**src/rtl/clock_switch_requester.sv**
```systemverilog
// Requests a select change from the glitchless clock switcher, waits SETTLE_CYCLES, then responds.
// Optional macro CLOCK_SWITCH_REQUESTER_SKIP_SAME_EN: a request equal to cur_sel responds without switching.
module clock_switch_requester #(
  parameter int SETTLE_CYCLES = 4,
  parameter int CW = (SETTLE_CYCLES < 1) ? 1 : $clog2(SETTLE_CYCLES + 1)
) (
  input  logic       clk,
  input  logic       reset_n,
  input  logic       req_val,
  output logic       req_rdy,
  input  logic [1:0] req_msg,
  output logic       switch_val,
  input  logic       switch_rdy,
  output logic [1:0] switch_msg,
  output logic       resp_val,
  input  logic       resp_rdy,
  output logic [1:0] resp_msg,
  output logic [1:0] cur_sel,
  output logic       busy
);

  typedef enum logic [1:0] {
    ST_IDLE   = 2'd0,
    ST_ISSUE  = 2'd1,
    ST_SETTLE = 2'd2,
    ST_RESP   = 2'd3
  } state_t;

  localparam logic [1:0]    SEL_NOMINAL = 2'b10;
  localparam logic [CW-1:0] CNT_LOAD    = CW'(SETTLE_CYCLES);
  localparam logic [CW-1:0] CNT_ONE     = CW'(1);
  localparam logic [CW-1:0] CNT_ZERO    = CW'(0);

  state_t        r_state;
  logic [1:0]    r_pending;
  logic [1:0]    r_cur_sel;
  logic [CW-1:0] r_cnt;

  logic          r_req_rdy;
  logic          r_switch_val;
  logic [1:0]    r_switch_msg;
  logic          r_resp_val;
  logic [1:0]    r_resp_msg;
  logic          r_busy;

  state_t        w_state_nxt;
  logic [1:0]    w_pending_nxt;
  logic [1:0]    w_cur_sel_nxt;
  logic [CW-1:0] w_cnt_nxt;

  // Next-state and next-register computation for the request/switch/settle/response sequence
  always_comb begin
    w_state_nxt   = r_state;
    w_pending_nxt = r_pending;
    w_cur_sel_nxt = r_cur_sel;
    w_cnt_nxt     = r_cnt;
    case (r_state)
      ST_IDLE: begin
        if (req_val && r_req_rdy) begin
          w_pending_nxt = req_msg;
`ifdef CLOCK_SWITCH_REQUESTER_SKIP_SAME_EN
          if (req_msg == r_cur_sel) begin
            w_state_nxt = ST_RESP;
          end else begin
            w_state_nxt = ST_ISSUE;
          end
`else
          w_state_nxt = ST_ISSUE;
`endif
        end else begin
          w_state_nxt = ST_IDLE;
        end
      end
      ST_ISSUE: begin
        if (switch_rdy) begin
          w_cur_sel_nxt = r_pending;
          w_cnt_nxt     = CNT_LOAD;
          if (SETTLE_CYCLES == 0) begin
            w_state_nxt = ST_RESP;
          end else begin
            w_state_nxt = ST_SETTLE;
          end
        end else begin
          w_state_nxt = ST_ISSUE;
        end
      end
      ST_SETTLE: begin
        // Exiting on <=1 keeps the counter from ever wrapping through zero
        if (r_cnt <= CNT_ONE) begin
          w_cnt_nxt   = CNT_ZERO;
          w_state_nxt = ST_RESP;
        end else begin
          w_cnt_nxt   = r_cnt - CNT_ONE;
          w_state_nxt = ST_SETTLE;
        end
      end
      ST_RESP: begin
        if (resp_rdy) begin
          w_state_nxt = ST_IDLE;
        end else begin
          w_state_nxt = ST_RESP;
        end
      end
      default: begin
        w_state_nxt = ST_IDLE;
      end
    endcase
  end

  // State, datapath registers and outputs registered from the next-state decode
  always_ff @(posedge clk) begin
    if (!reset_n) begin
      r_state      <= ST_IDLE;
      r_pending    <= SEL_NOMINAL;
      r_cur_sel    <= SEL_NOMINAL;
      r_cnt        <= CNT_ZERO;
      r_req_rdy    <= 1'b1;
      r_switch_val <= 1'b0;
      r_switch_msg <= SEL_NOMINAL;
      r_resp_val   <= 1'b0;
      r_resp_msg   <= SEL_NOMINAL;
      r_busy       <= 1'b0;
    end else begin
      r_state      <= w_state_nxt;
      r_pending    <= w_pending_nxt;
      r_cur_sel    <= w_cur_sel_nxt;
      r_cnt        <= w_cnt_nxt;
      r_req_rdy    <= (w_state_nxt == ST_IDLE);
      r_switch_val <= (w_state_nxt == ST_ISSUE);
      r_switch_msg <= (w_state_nxt == ST_ISSUE) ? w_pending_nxt : w_cur_sel_nxt;
      r_resp_val   <= (w_state_nxt == ST_RESP);
      r_resp_msg   <= w_cur_sel_nxt;
      r_busy       <= (w_state_nxt != ST_IDLE);
    end
  end

  assign req_rdy    = r_req_rdy;
  assign switch_val = r_switch_val;
  assign switch_msg = r_switch_msg;
  assign resp_val   = r_resp_val;
  assign resp_msg   = r_resp_msg;
  assign cur_sel    = r_cur_sel;
  assign busy       = r_busy;

endmodule

```
**config.mk**
```make
export PLATFORM = sky130hd
export DESIGN_NAME = clock_switch_requester
export DESIGN_NICKNAME = d
export VERILOG_FILES = /design/src/rtl/clock_switch_requester.sv
export SDC_FILE = /design/constraint.sdc
export NUM_CORES = 1
export LEC_CHECK = 0
export ABC_AREA = 0
export CORE_MARGIN = 3
export CORE_UTILIZATION = 45
export DETAILED_ROUTE_END_ITERATION = 12
export GPL_ROUTABILITY_DRIVEN = 0
export PLACE_DENSITY_LB_ADDON = 0.15
export SETUP_SLACK_MARGIN = 0.05
export SYNTH_ARGS = -nofsm -noshare
export SYNTH_HDL_FRONTEND = slang
export SYNTH_SLANG_ARGS = --single-unit
```
**constraint.sdc**
```tcl
create_clock -name clk -period 1.5 [get_ports clk]
set_input_delay 0.3 -clock clk [delete_from_list [all_inputs] [get_ports clk]]
set_output_delay 0.3 -clock clk [all_outputs]
set_load 0.03 [all_outputs]
```
==> key figures, run 1 <==
Synth
  – Number of synthesized register bits: 15
  – Netlist Area Pre-Place: about 660 µm²
  – Top cells by area, synth: dfxtp_1, mux2i_1, nand2_1
  – Most common cell in the netlist: dfxtp_1
  – Synth Warn #: 0
  – Post-synth EDFFs: 0
  – Syn Area/Cell: 9.47 µm²
  – Syn_nets: between 70 and 80
  – Ys async rst share: 0
  – Yosys top cell by area: dfxtp_1
  – Predominant post-synthesis flop cell: dfxtp_1
  – Area share of the largest cell type after synthesis: 0.453
  – Distinct cells, synth: 29
  – Sequential fraction of the synthesis area: 0.453
  – Synth top cells by count: dfxtp_1, nand2_1, nor2_1, a21oi_1, mux2i_1
  – Cell count after synthesis: 70

CTS
  – Clock tree root driver cell: clkbuf_4
  – CTS tree: built
  – # Post-CTS Setup Buffers: 0
  – Total CTS buffers: 3
  – Hold-fix buffers, CTS: 0
  – Latest clock arrival within the worst-skew pair: 270 ps
  – CTS clock-pin slew for the worst setup and hold paths: ~90 ps
  – Sink Count: 15
  – Post_cts resized: 10
  – H-tree Lvls: 1
  – Clock buffer depth: 2

Floorplan
  – Core box area: 1330 µm²
  – Die Area: 1970 µm²
  – # rows: 13
  – Die Width: 44.4 µm
  – I/O pin count: 17
  – Initial cell density of the core: 0.497
  – Die H: 44.4 µm

Worst setup path
  – Reg2reg path depth: 4
  – Critical Path End: req_rdy
  – Worst Setup SP: req_rdy
  – Worst Setup End Kind: primary output
  – CP Class: flop to primary output
  – WP buf/inv: 1
  – Reg2reg setup slack: between 200 and 300 ps
  – Worst path cell trace: dlygate4sd2_1
  – Critical Path Stages: 1
  – RR Endpoint: r_state[0]
  – CP Launch Type: flop
  – CP arrival: 1080 ps
  – Worst reg2reg path startpoint: r_state[0]
  – CP max-delay cell: dlygate4sd2_1
  – Worst path required time: 1200 ps
  – Largest stage delay on the critical path: roughly 420 ps
  – CP top delay family: buffers and inverters
  – CP Max Fanout: 4

Worst hold path
  – Worst hold path type: flop to flop

Run status
  – Status: finished clean

Timing
  – Setup ws final: ~120 ps
  – Fmax: ~720 MHz
  – Setup-failing EPs final: 0
  – Final period util: 0.921
  – Hold Vio Cnt, Final: 0
  – Relative slew margins: 0.795
  – Least-Margin Pin Slew: 308 ps
  – Min Clock Period, post-route: approximately 1400 ps
  – Slew Viols, Final: 0
  – Worst Skew: 0.939 ps
  – RSZ-0062 raised after global routing: false

Finish
  – Post-route cell area: 901 µm²
  – Area occupied by multi-input gates: 313 µm²
  – Synthesis-to-layout area growth: 35.8%
  – Nets: 105
  – Antenna fix cells: 0
  – Filler Cell Count: 111
  – Share of layout cells above drive strength 1: 0.198
  – FF/Latch Area: 300 µm²

Detailed routing
  – Via count: 544
  – Drt initial violations: 7
  – ANT nets after route: 0
  – Drc violations: 0
  – Met1 wire length: 669 µm
  – Top routing layer used: met4
  – Via density per instance: 4.90
  – Drt wl/cell: 11.4 µm
  – Met2 WL post-DR: between 400 and 500 µm
  – Final Routed Wirelength: around 1.3 mm
  – WL met3: 85 µm
  – First-pass iteration count of the detailed router: 4

Placed design
  – Pre-CTS setup slack: -120 ps
  – Post-DP Area: 886 µm²
  – Dpl hpwl: 951 µm
  – Port Buffers: 16

Pwr
  – Leak: 0.000409 µW
  – PwrDens: about 1000 nW/µm²
  – Max VDD drop: 0.574 mV

GRT
  – Vias in the first global route: between 400 and 500
  – Tot GR Track Use: 0.138
  – Largest net degree at the start of global routing: 12
  – Total grt overflow: 0
  – First-pass GRT wire length: around 2 mm
  – Initial antenna violation count: 0

Flow run
  – Max Cap Viol: 0
==> state kept, by name, indices dropped and copies added (netlist names) <==
signal	count
r_pending	2
resp_val	1
switch_val	1
r_cnt	3
r_state	2
switch_msg	2
req_rdy	1
busy	1
resp_msg	2
==> layer usage <==
metal	vias to the layer above	GRT usage
li1	288	-
met1	236	0.198
met2	18	0.192
met3	2	0.0285
met4	0	0.0723
met5	-	0
==> how the worst min path moves through the flow <==
stage,from,to,slack [ps],depth (start not counted)
6_report,r_cnt[0],r_cnt[0],460,2
5_1_grt,r_cnt[0],r_cnt[0],490,2
4_1_cts,r_cnt[0],r_cnt[0],460,2
3_5_place_dp,r_cnt[0],r_cnt[0],450,2
3_3_place_gp,r_cnt[0],r_cnt[0],440,2
2_1_floorplan,reset_n,r_pending[1],360,1
==> through the flow <==
step / utilization / total power [µW] / instances / setup TNS (ps) / hold slack, ps
6_report: 0.675 / 884 / 111 / 0 / 458
3_3_place_gp: 0.664 / 678 / 107 / -304 / 443
4_1_cts: 0.675 / 896 / 111 / 0 / 464
5_1_grt: 0.675 / 930 / 111 / 0 / 491
3_5_place_dp: 0.664 / 680 / 107 / -351 / 451
2_1_floorplan: - / 585 / 70 / 0 / 362
==> placed cells by master, fill, tap and decap left out, types with 2 or more instances in the layout <==
cell,n
dfxtp_1,15
dlygate4sd2_1,10
buf_4,10
nand2_1,8
nor2_1,7
clkdlybuf4s50_1,6
a21oi_1,5
mux2i_1,5
inv_1,4
clkbuf_4,3
nand2b_1,2
and3_1,2
==> cells by family after synthesis <==
group,share of synthesized area
fa+ha+maj,0.0189
compound gates,0.108
buf+inv,0.0754
mux,0.109
flops,0.453
simple gates,0.236
==> report_power, final <==
group	leakage (µW)	switching [µW]	internal (µW)
clock network	0.0000177	126	98.7
logic	0.000269	110	107
registers	0.000123	16.3	426
==> layout make-up <==
cell class / count / share of cell area
Inverter: 5 / 0.0208
Tap cell: 15 / 0.0208
Clock inverter: 1 / 0.00556
Multi-Input combinational cell: 46 / 0.347
Clock buffer: 3 / 0.0250
Sequential cell: 15 / 0.333
Timing Repair Buffer: 26 / 0.247
(Power assumes the default switching activity.)
==> run 2: changes to the inputs <==
--- a/config.mk
+++ b/config.mk
@@ -10,7 +10,7 @@
 export CORE_UTILIZATION = 45
 export DETAILED_ROUTE_END_ITERATION = 12
 export GPL_ROUTABILITY_DRIVEN = 0
-export PLACE_DENSITY_LB_ADDON = 0.15
+export PLACE_DENSITY = 0.84
 export SETUP_SLACK_MARGIN = 0.05
 export SYNTH_ARGS = -nofsm -noshare
 export SYNTH_HDL_FRONTEND = slang
==> key figures, run 2 (synthesis gave the netlist of run 1 again) <==
Run status
  – Status: finished clean

GRT
  – Met3 Use GR: 0.0285 (unchanged)
  – First-pass GRT wire length: 2.30 mm (+14%)
  – GR Util met1: 0.219 (+0.0206)
  – Largest net degree at the start of global routing: 12 (unchanged)
  – Met2 Usage GRT: 0.241 (+0.0494)
  – Tot GR Track Use: 0.159 (+0.0211)
  – Initial antenna violation count: 0 (unchanged)
  – Vias in the first global route: 524 (+14%)
  – GRT busiest layer: met2
  – Total grt overflow: 0 (unchanged)

Floorplan
  – Die H: 44.4 µm (unchanged)
  – Core box area: 1330 µm² (unchanged)
  – # rows: 13 (unchanged)
  – Die Width: 44.4 µm (unchanged)
  – Initial cell density of the core: 0.497 (unchanged)
  – Die Area: 1970 µm² (unchanged)
  – I/O pin count: 17 (unchanged)

Detailed routing
  – Via count: 561 (+3.1%)
  – Drc violations: 0 (unchanged)
  – Final Routed Wirelength: 1.37 mm (+8.2%)
  – ANT nets after route: 0 (unchanged)
  – Via density per instance: 5.05 (+3.1%)
  – First-pass iteration count of the detailed router: 4 (unchanged)
  – Drt initial violations: 15 (+8)
  – Drt wl/cell: 12.3 µm (+8.2%)

Finish
  – Commonest non-fill, non-tap cell in the layout: dfxtp_1
  – Most frequent cells in the layout: dfxtp_1, dlygate4sd2_1, buf_4
  – Max FFs per register: 3 (unchanged)
  – Share of layout cells above drive strength 1: 0.188 (-0.0104)
  – Most flops, register: r_cnt
  – Nets: 105 (unchanged)
  – Synthesis-to-layout area growth: 35.7%
  – Antenna fix cells: 0 (unchanged)
  – Final core utilization: 0.674 (-0.000938)

Worst setup path
  – Largest stage delay on the critical path: 410 ps (about the same)
  – WP buf/inv: 1 (unchanged)
  – Worst path required time: 1200 ps (about the same)
  – Worst path cell trace: dlygate4sd2_1
  – CP Max Fanout: 2 (-2)
  – CP Launch Type: flop
  – CP arrival: 1050 ps (-30 ps)
  – Worst Setup End Kind: primary output
  – CP top delay family: buffers and inverters
  – CP Class: flop to primary output
  – CP max-delay cell: dlygate4sd2_1

Timing
  – Final period util: 0.900 (-0.0212)
  – Setup ws final: 150 ps (+31.8 ps)
  – Setup-failing EPs final: 0 (unchanged)
  – Least-Margin Pin Slew: 308 ps (-0.488 ps)
  – Slew Viols, Final: 0 (unchanged)
  – Min Clock Period, post-route: 1350 ps (-31.8 ps)
  – Fmax: 741 MHz (+2.4%)
  – Hold Vio Cnt, Final: 0 (unchanged)
  – Hold slack final: 457 ps (-0.847 ps)
  – RSZ-0062 raised after global routing: false
  – Worst Skew: 2.25 ps (+1.31 ps)
  – Relative slew margins: 0.796 (about the same)

CTS
  – CTS tree: built
  – Latest clock arrival within the worst-skew pair: 270 ps (about the same)
  – Total CTS buffers: 3 (unchanged)
  – CTS clock-pin slew for the worst setup and hold paths: 90 ps (about the same)
  – Hold-fix buffers, CTS: 0 (unchanged)
  – Sink Count: 15 (unchanged)
  – Clock buffer depth: 2 (unchanged)
  – Post_cts resized: 10 (unchanged)
  – # Post-CTS Setup Buffers: 0 (unchanged)
  – Clock tree root driver cell: clkbuf_4
  – H-tree Lvls: 1 (unchanged)

Flow run
  – Max Cap Viol: 0 (unchanged)

Worst hold path
  – Worst hold path type: flop to flop

Placed design
  – Pre-CTS setup slack: -126 ps (-6.26 ps)
  – Port Buffers: 16 (unchanged)
  – Dpl hpwl: 1.01 mm (+5.8%)

Pwr
  – Max VDD drop: 0.565 mV (-1.5%)
  – Leak: 0.000407 µW (-0.65%)
  – PwrDens: 984 nW/µm² (+0.28%)
[run 2: changes by cell type in the layout (fill, tap and decap cells not counted), sizes merged]
cell | previous run | this run
clkbuf | 3 | 4
clkinv | 1 | 0
[run 2: layer usage]
metal / wire length, µm / vias up / part of all wire
met5: 0 / - / 0
met4: 16 / 0 / 0.012
met3: 58 / 2 / 0.042
met2: 649 / 14 / 0.48
met1: 642 / 252 / 0.47
li1: - / 293 / -
[run 2: final cells by class]
type | instances | area (µm²)
Clock buffer | 4 | 26.3
Fill cell | 110 | 434
Inverter | 5 | 18.8
Multi-Input combinational cell | 46 | 313
Sequential cell | 15 | 300
Tap cell | 15 | 18.8
Timing Repair Buffer | 26 | 223
[run 2: power breakdown]
group / total, µW / internal, µW / leakage, µW / switching [µW]
registers: 441 / 426 / 0.000123 / 15.0
logic: 221 / 106 / 0.000269 / 115
clock network: 223 / 103 / 0.0000150 / 120
[run 2: path summary, 6_finish.rpt]
path / cells past startpoint / startpoint / slack [ps] / endpoint
min reg2reg: 2 / r_cnt[0] / 460 / r_cnt[0]
min: 2 / r_cnt[0] / 460 / r_cnt[0]
max: 1 / req_rdy / 150 / req_rdy
max reg2reg: 5 / req_rdy / 190 / switch_msg[0]
[run 2: stage by stage]
stage | instance area (µm²) | std cells | power [µW] | TNS, ps
finish | 900 | 111 | 885 | 0
global route | 900 | 111 | 934 | 0
CTS | 900 | 111 | 894 | 0
detailed placement | 886 | 107 | 682 | -375
global placement | 886 | 107 | 676 | -229
floorplan | 663 | 70 | 585 | 0
==> run 3: changes to the inputs <==
--- a/config.mk
+++ b/config.mk
@@ -10,8 +10,10 @@
 export CORE_UTILIZATION = 45
 export DETAILED_ROUTE_END_ITERATION = 12
 export GPL_ROUTABILITY_DRIVEN = 0
+export MAX_ROUTING_LAYER = met4
 export PLACE_DENSITY = 0.84
 export SETUP_SLACK_MARGIN = 0.05
+export SKIP_LAST_GASP = 1
 export SYNTH_ARGS = -nofsm -noshare
 export SYNTH_HDL_FRONTEND = slang
 export SYNTH_SLANG_ARGS = --single-unit
==> key figures, run 3 (synthesis gave the netlist of run 1 again) <==
Pwr
  – Leak: 0.000407 µW (unchanged)
  – Pwr Total: 887 µW (+0.22%)
  – Max VDD drop: 0.565 mV (about the same)
  – PwrDens: 986 nW/µm² (+0.22%)

CTS
  – Sink Count: 15 (unchanged)
  – Total CTS buffers: 3 (unchanged)
  – # Post-CTS Setup Buffers: 0 (unchanged)
  – H-tree Lvls: 1 (unchanged)
  – CTS clock-pin slew for the worst setup and hold paths: 90 ps (about the same)
  – Clock tree root driver cell: clkbuf_4
  – CTS tree: built
  – Latest clock arrival within the worst-skew pair: 270 ps (about the same)
  – Clock buffer depth: 2 (unchanged)

Finish
  – Most flops, register: r_cnt
  – Share of layout cells above drive strength 1: 0.188 (unchanged)
  – Synthesis-to-layout area growth: 35.7% (unchanged)
  – Most frequent cells in the layout: dfxtp_1, dlygate4sd2_1, buf_4
  – Filler Cell Count: 110 (unchanged)
  – Commonest non-fill, non-tap cell in the layout: dfxtp_1
  – Antenna fix cells: 0 (unchanged)
  – Max FFs per register: 3 (unchanged)
  – Nets: 105 (unchanged)

Worst setup path
  – Worst reg2reg path startpoint: req_rdy
  – RR Endpoint: switch_msg[1]
  – CP Class: primary input to flop
  – Reg2reg setup slack: 170 ps (-20 ps)
  – CP arrival: 1520 ps (+470 ps)
  – Worst Setup End Kind: flop
  – Reg2reg path depth: 5 (unchanged)
  – CP Max Fanout: 3 (+1)
  – CP Launch Type: primary input
  – Worst path required time: 1660 ps (+460 ps)

Floorplan
  – Initial cell density of the core: 0.497 (unchanged)
  – # rows: 13 (unchanged)
  – Die H: 44.4 µm (unchanged)
  – Die Area: 1970 µm² (unchanged)
  – I/O pin count: 17 (unchanged)
  – Core box area: 1330 µm² (unchanged)
  – Die Width: 44.4 µm (unchanged)

Run status
  – Status: finished clean

Timing
  – Fmax: 736 MHz (-0.66%)
  – Setup-failing EPs final: 0 (unchanged)
  – Worst Skew: 1.49 ps (-0.762 ps)
  – Least-Margin Pin Slew: 304 ps (-3.41 ps)
  – Relative slew margins: 0.796 (about the same)
  – Setup tns final: 0 ps (unchanged)
  – Hold Vio Cnt, Final: 0 (unchanged)
  – RSZ-0062 raised after global routing: false
  – Final period util: 0.906 (+0.00597)
  – Slew Viols, Final: 0 (unchanged)
  – Min Clock Period, post-route: 1360 ps (+8.96 ps)

GRT
  – Tot GR Track Use: 0.164 (+0.00482)
  – First-pass GRT wire length: 2.30 mm (+0.30%)
  – Initial antenna violation count: 0 (unchanged)
  – Total grt overflow: 0 (unchanged)
  – Vias in the first global route: 525 (+0.19%)
  – Largest net degree at the start of global routing: 12 (unchanged)

Worst hold path
  – Hold Path End: r_cnt[0]
  – Min-delay src: r_cnt[0]
  – Worst hold path type: flop to flop
  – Hold path cells: 2 (unchanged)

Detailed routing
  – ANT nets after route: 0 (unchanged)
  – Drt initial violations: 14 (-1)
  – Drt wl/cell: 12.5 µm (+1.7%)
  – Final Routed Wirelength: 1.39 mm (+1.7%)
  – First-pass iteration count of the detailed router: 4 (unchanged)
  – Drc violations: 0 (unchanged)
  – Via count: 571 (+1.8%)
  – Via density per instance: 5.14 (+1.8%)

Placed design
  – Port Buffers: 16 (unchanged)
  – Dpl hpwl: 1.01 mm (unchanged)

Flow run
  – Max Cap Viol: 0 (unchanged)
## run 3: cell counts in the layout (fill, tap and decap cells not counted)
Identical to the previous run, type by type.
## run 3: layout make-up
class	count	area (µm²)	area share
clock buffers	4	26.3	0.0292
inverters	5	18.8	0.0209
multi-input cells	46	313	0.348
flip-flops and latches	15	300	0.334
well taps	15	18.8	0.0209
repair buffers	26	223	0.248
## run 3: repair_timing
item | in CTS | in global routing
hold buffers | 0 | 0
gates resized for setup | 10 | 0
endpoints found under the setup margin | 10 | 0
## run 3: layer usage
layer	wire, µm	GRT usage	share of wire
met1	650	0.219	0.47
met2	646	0.241	0.47
met3	69	0.0285	0.050
met4	22	0.0723	0.016
met5	0	-	0
## run 3: power by group
group	total (µW)	switching [µW]	internal, µW	leakage, µW
logic	222	116	106	0.000269
registers	441	14.8	426	0.000123
clock network	225	122	103	0.0000150
## run 3: worst max-delay path by stage
stage | start | end | slack, ps | cells after the start
after global routing | req_rdy | req_rdy | 120 | 1
final | req_val | switch_msg[1] | 140 | 5
after detailed placement | req_val | switch_msg[0] | -130 | 5
after global placement | req_val | switch_msg[0] | -100 | 5
after CTS | req_rdy | req_rdy | 150 | 1
after floorplan | req_rdy | switch_msg[0] | 140 | 4
## run 3: critical path, cell delays in order
cell,delay [ps]
clkdlybuf4s50_1,480
and4bb_4,260
buf_4,110
mux2i_1,260
a21oi_1,110
## run 3: per-stage QoR
step	instances	util	hold slack [ps]	instance area [µm²]	setup WS (ps)
final	111	0.674	457	900	141
after global routing	111	0.674	493	900	122
after CTS	111	0.674	459	900	152
after detailed placement	107	0.664	447	886	-126
after global placement	107	0.664	444	886	-98.4
after floorplan	70	-	362	663	145
